**src/rtl/display_scan_controller.sv**
```systemverilog
// Scans NUM_DIGITS BCD digits onto one shared 7-segment decoder, committing
// double-buffered data only at frame wrap. Optional macro: LEADING_ZERO_BLANK_EN.
module display_scan_controller #(
  parameter int NUM_DIGITS = 4,
  parameter int TICK_DIV   = 50000
) (
  input  logic                          clk,
  input  logic                          rst,
  input  logic                          enable,
  input  logic                          load,
  input  logic [4*NUM_DIGITS-1:0]       digits_in,
  output logic [3:0]                    digit,
  output logic [NUM_DIGITS-1:0]         anode_n,
  output logic [$clog2(NUM_DIGITS)-1:0] digit_idx,
  output logic                          frame_done,
  output logic                          pending
);

  localparam int IDX_W = $clog2(NUM_DIGITS);
  localparam int CNT_W = (TICK_DIV > 1) ? $clog2(TICK_DIV) : 1;
  localparam logic [CNT_W-1:0] CNT_MAX = CNT_W'(TICK_DIV - 1);
  localparam logic [IDX_W-1:0] IDX_MAX = IDX_W'(NUM_DIGITS - 1);

  logic [CNT_W-1:0]        cnt;
  logic [IDX_W-1:0]        idx;
  logic [4*NUM_DIGITS-1:0] display;
  logic [4*NUM_DIGITS-1:0] pend_buf;

  logic                    tick;
  logic                    wrap;
  logic [3:0]              digit_sel;
  logic                    slot_blank;
  logic [NUM_DIGITS-1:0]   anode_next;

  assign tick      = enable && (cnt == CNT_MAX);
  assign wrap      = tick && (idx == IDX_MAX);
  assign digit_idx = idx;

  // NOTE: every always_comb output gets a default first, so no path can infer a latch.
  always_comb begin
    digit_sel = 4'h0;
    for (int k = 0; k < NUM_DIGITS; k++) begin
      if (idx == IDX_W'(k)) digit_sel = display[4*k +: 4];
    end
  end

`ifdef LEADING_ZERO_BLANK_EN
  // A slot is dark when it and every more-significant digit are zero; slot 0 always lights.
  logic [NUM_DIGITS-1:0] blank;
  logic                  upper_zero;

  always_comb begin
    blank      = '0;
    upper_zero = 1'b1;
    for (int k = NUM_DIGITS - 1; k >= 1; k--) begin
      upper_zero = upper_zero && (display[4*k +: 4] == 4'h0);
      blank[k]   = upper_zero;
    end
  end

  always_comb begin
    slot_blank = 1'b0;
    for (int k = 0; k < NUM_DIGITS; k++) begin
      if (idx == IDX_W'(k)) slot_blank = blank[k];
    end
  end
`else
  assign slot_blank = 1'b0;
`endif

  always_comb begin
    anode_next = '1;
    if (enable && !slot_blank) begin
      for (int k = 0; k < NUM_DIGITS; k++) begin
        if (idx == IDX_W'(k)) anode_next[k] = 1'b0;
      end
    end
  end

  // NOTE: sequential state uses non-blocking assignments so every register samples pre-edge values.
  always_ff @(posedge clk) begin
    if (rst) begin
      // NOTE: the digit buffers are plain registers, so they are reset with everything else.
      cnt        <= '0;
      idx        <= '0;
      display    <= '0;
      pend_buf   <= '0;
      pending    <= 1'b0;
      frame_done <= 1'b0;
      digit      <= 4'h0;
      anode_n    <= '1;
    end else begin
      if (enable) begin
        cnt <= tick ? '0 : cnt + CNT_W'(1);
        if (tick) idx <= wrap ? '0 : idx + IDX_W'(1);
      end
      frame_done <= wrap;

      if (wrap && pending) begin
        display <= pend_buf;
        pending <= 1'b0;
      end
      // A load on the wrap edge comes later, so it re-arms pending after the commit.
      if (load) begin
        pend_buf <= digits_in;
        pending  <= 1'b1;
      end

      digit   <= digit_sel;
      anode_n <= anode_next;
    end
  end

endmodule

```
**config.mk**
```make
export PLATFORM = sky130hd
export DESIGN_NAME = display_scan_controller
export DESIGN_NICKNAME = d
export VERILOG_FILES = /design/src/rtl/display_scan_controller.sv
export SDC_FILE = /design/constraint.sdc
export NUM_CORES = 1
export LEC_CHECK = 0
export ABC_AREA = 1
export CORE_MARGIN = 5
export CORE_UTILIZATION = 25
export DETAILED_ROUTE_END_ITERATION = 6
export GPL_TIMING_DRIVEN = 0
export HOLD_SLACK_MARGIN = 0.05
export PLACE_DENSITY = 0.48
export SYNTH_ARGS = -nofsm -noshare
export SYNTH_HDL_FRONTEND = slang
export SYNTH_SLANG_ARGS = --single-unit
```
**constraint.sdc**
```tcl
create_clock -name clk -period 2.1 [get_ports clk]
set_input_delay 0.315 -clock clk [delete_from_list [all_inputs] [get_ports clk]]
set_output_delay 0.315 -clock clk [all_outputs]
set_load 0.005 [all_outputs]
```
# Word level (Yosys, flattened, before mapping)

Index checks and enable logic that the tools add are counted.

Input port bits: 20
Output and inout bits: 12
Register bits: 60
Logic and storage cells: 34

Equal/unequal tests: 4
Bitwise logic cells: 1
Reductions and logical operators: 7
Add/sub/neg operators: 2
Muxes and demuxes: 12

Operator list:

| operator                                                         | count |
|---|---|
| 16-bit by 1-bit adder with 16-bit output (second input constant) | 1 |
| 16-bit == test (second input constant)                           | 1 |
| 16-bit 2-to-1 mux                                                | 1 |
| 4-bit 2-to-1 mux                                                 | 4 |
| 1-bit 2-to-1 mux                                                 | 6 |
| 2-bit == test (second input constant)                            | 2 |
| 1-bit logical AND                                                | 3 |
| 2-bit by 1-bit adder with 2-bit output (second input constant)   | 1 |
| 2-bit by 1-bit == test with 1-bit output (second input constant) | 1 |
| 2-bit logical NOT                                                | 1 |
| 2-bit 2-to-1 mux                                                 | 1 |
| 2-bit AND reduction                                              | 1 |
| 2-bit nonzero test                                               | 1 |
| 2-bit OR reduction                                               | 1 |
| 1-bit NOT                                                        | 1 |

# Logic depth before layout (Yosys ltp)

Depth after elaboration: 6
Mapped depth: 10
Mapped depth without buffers: 9

# Least setup slack after synthesis

OpenSTA, ideal clock, no wires.

Path type: reg-to-reg
Start point: register cnt[0]
End point: register display[0]
Period minus slack after synthesis: 1473 ps
Data required time: 1987 ps
Stages on the path, launching flop included: 10
Setup slack: 627 ps
Arrival: 1360 ps
Setup time: 113 ps
Buffers on the path: 1
Cell sequence: dfxtp_1 ha_1 nand2_1 nor2_1 nand2_2 nor2_4 nand3_4 buf_2 nor2_1 nor2_1

Cells in the longest elaborated chain, start to end: 4

Ends and longest elaborated chain:

| item                     | line | RTL |
|---|---|---|
| start: declaration       | 24   | `logic [CNT_W-1:0] cnt;` |
| start signal: assignment | 94   | `cnt <= tick ? '0 : cnt + CNT_W'(1);` |
| 16-bit == test           | 35   | `assign tick = enable && (cnt == CNT_MAX);` |
| 1-bit logical AND        | 35   |  |
| 1-bit logical AND        | 36   | `assign wrap = tick && (idx == IDX_MAX);` |
| 1-bit logical AND        | 99   | `if (wrap && pending) begin` |
| end signal: assignment   | 100  | `display <= pend_buf;` |
| end: declaration         | 26   | `logic [4*NUM_DIGITS-1:0] display;` |

Every way passes these cells.
A chain may end at the register's enable or synchronous reset.

# Worst setup path in the final report

Start point: register cnt[0]
End point: register display[7]

Same word-level chain as after synthesis.

==> flow_summary.toml <==
[status]
outcome = "finished, final reports clean"

[floorplan]
core_um2 = 10200
die_h_um = 112
fp-row-count = 37
start_util = 0.253
fp.dieW_um = 112
num_io_pins = 32
dieArea_um2 = 12500

[layout]
drive_above_1_share = 0.0771
multi_input_area_um2 = 1150
fin_nets = 435
syn2layout_area_growth_pct = 27.4
fillerInstances = 1158
diodes = 0
regArea_um2 = 1200

[placement]
gp_congestion = 0.846
dp_hpwl_um = 4520
post-place-ws_ns = 0.137
port_buffers = 30

[synthesis]
yosysMostFrequentCell = "nor2_1"
synth_flop_cell = "dfxtp_1"
yosysSeqAreaShare = 0.466
yosys-top-cells-count = "nor2_1, nand2_1, dfxtp_1"
ys_seq_elements = 60
synth_top_area_cell = "dfxtp_1"
synth-edff-count = 0
syn_inst = 369
synth.avg_cell_area_um2 = 6.99
yosys_warnings = 0
syn_area_um2 = 2580
synth_top_area_frac = 0.466
synth_cell_types = 27
syn_nets = 394
async_flop_share = 0
ys_top_cells_by_area = "dfxtp_1, nor2_1, nand2_1"

[critical_path]
critical_path.max_fanout = 10
critical_path_arrival_ns = 1.94
endpoint_kind = "flop"
startpoint_type = "flop"
crit_type = "reg2reg"
cp.required_ns = 2.34
r2r_slack_ns = 0.40

[timing]
setup_tns_ns = 0
timing.final.crit_share = 0.808
min_period_ns = 1.70
worst_pin_slew_ns = 0.563
slew_viol_final = 0
hold_viol = 0
finalWorstSetupSlack_ns = 0.404
setup_viol = 0
slew_headroom = 0.624
holdWs_ns = 0.306
rsz0062_at_grt = "false"
fmax_mhz = 590
clock_skew_ns = 0.00815

[clock_network]
clk_latency_ns = 0.35
clock_path_buffers = 2
ctsResizeCount = 0
clkSinkCount = 60
cts_htree_levels = 3
cts_setup_buffers = 0
clk_pin_slew_ns = 0.07
hold_buffers = 0
cts_tree = "done"
cts_buffers = 9
cts_root_buf = "clkbuf_8"

[route]
drtPass1Iterations = 4
vias_per_cell = 4.14
first_iter_violations = 103
routed_wl_um = 6200
routedWlPerCell_um = 11.3
vias = 2282
postRouteAntennaNets = 0
drc = 0

[pwr]
power_leakage_nw = 1.42
peakVddDrop_mv = 0.363
power_mw = 2.53
power_density_nw_per_um2 = 769

[global_routing]
grt_max_degree = 12
gr-total-overflow = 0
grt_pass1_wl_um = 10600
grt_pass1_vias = 2303
antenna_found_initial = 0
grt.total_usage = 0.107

[job]
cap_violations = 0

[worst_hold_path]
hp-class = "in2reg"
[registers in the layout (all words and copies together), names as in the netlist]
signal,count
frame_done,1
anode_n,4
cnt,16
digit_idx,2
display,16
pend_buf,16
digit,4
pending,1
[path summary, 6_finish.rpt]
kind,start,endpoint,cells after the start
setup / recovery,cnt[0],display[7],9
hold / removal,enable,cnt[1],3
setup reg to reg,cnt[0],display[7],9
hold reg to reg,pend_buf[10],display[10],2
[area by class of cell]
type / instances / area share
multi-input cells: 254 / 0.350
repair buffers: 30 / 0.0914
flip-flops and latches: 60 / 0.366
plain buffers: 13 / 0.0221
well taps: 136 / 0.0518
inverters: 42 / 0.0480
clock inverters: 5 / 0.0255
clock buffers: 11 / 0.0461
[per-layer routing]
metal  up-vias  GRT usage  wire length, µm
li1       1222          -                -
met1      1005      0.123             2910
met2        44      0.183             2930
met3        11     0.0380              257
met4         0     0.0389              102
met5         -          0                0
[stage by stage]
step / instances / instance area, µm² / utilization
6_report: 551 / 3290 / 0.323
4_1_cts: 551 / 3290 / 0.323
3_5_place_dp: 535 / 3050 / 0.300
3_3_place_gp: 535 / 3050 / 0.300
2_1_floorplan: 369 / 2580 / -
5_1_grt: 551 / 3290 / 0.323
[worst max-delay path, cell delays in order, from the launching register on]
cell and delay (ns):
dfxtp_1 0.38, ha_1 0.21, nand2_1 0.08, nor2_1 0.12, nand2_2 0.09, nor2_4 0.20, nand3_4 0.13, buf_2 0.21
nor2_1 0.11, nor2_1 0.05
[kinds of logic (layout without fill, tap and decap cells)]
| group | after synthesis | count (layout) | share of synthesized area |
|---|---|---|---|
| compound gates | 45 | 45 | 0.0902 |
| xor+xnor | 2 | 2 | 0.00679 |
| fa+ha+maj | 5 | 5 | 0.0242 |
| buf+inv | 55 | 101 | 0.0892 |
| flops | 60 | 60 | 0.466 |
| simple gates | 202 | 202 | 0.324 |
[power breakdown]
group / internal [mW] / leakage (nW) / total [mW] / switching, mW
registers: 1.16 / 0.488 / 1.18 / 0.0159
clock network: 0.735 / 0.112 / 1.23 / 0.495
logic: 0.0553 / 0.820 / 0.115 / 0.0599
total: 1.95 / 1.42 / 2.53 / 0.571
[cells in the final DEF, fill, tap and decap left out]
cell type        instances
ha_1                     5
clkinv_1                 1
and3_1                   1
nor2_1                  88
clkinvlp_4               2
nor2_2                   3
clkbuf_1                 6
buf_2                    4
o21bai_1                 1
clkdlybuf4s50_1         30
buf_6                    2
inv_1                   40
nand2_1                 79
nand3_4                  1
xor2_1                   1
nor2_4                   1
nor3b_1                  1
bufinv_16                2
clkbuf_8                11
nand3_1                 18
dfxtp_1                 60
or2_2                    1
xnor2_1                  1
a21oi_1                 16
nand2_2                  2
nor3_1                   4
o21ai_0                 26
a22oi_1                  2
buf_4                    1
nand4_1                  3
inv_2                    1
clkinv_4                 1
No activity file was read; power rests on OpenSTA's default activity.
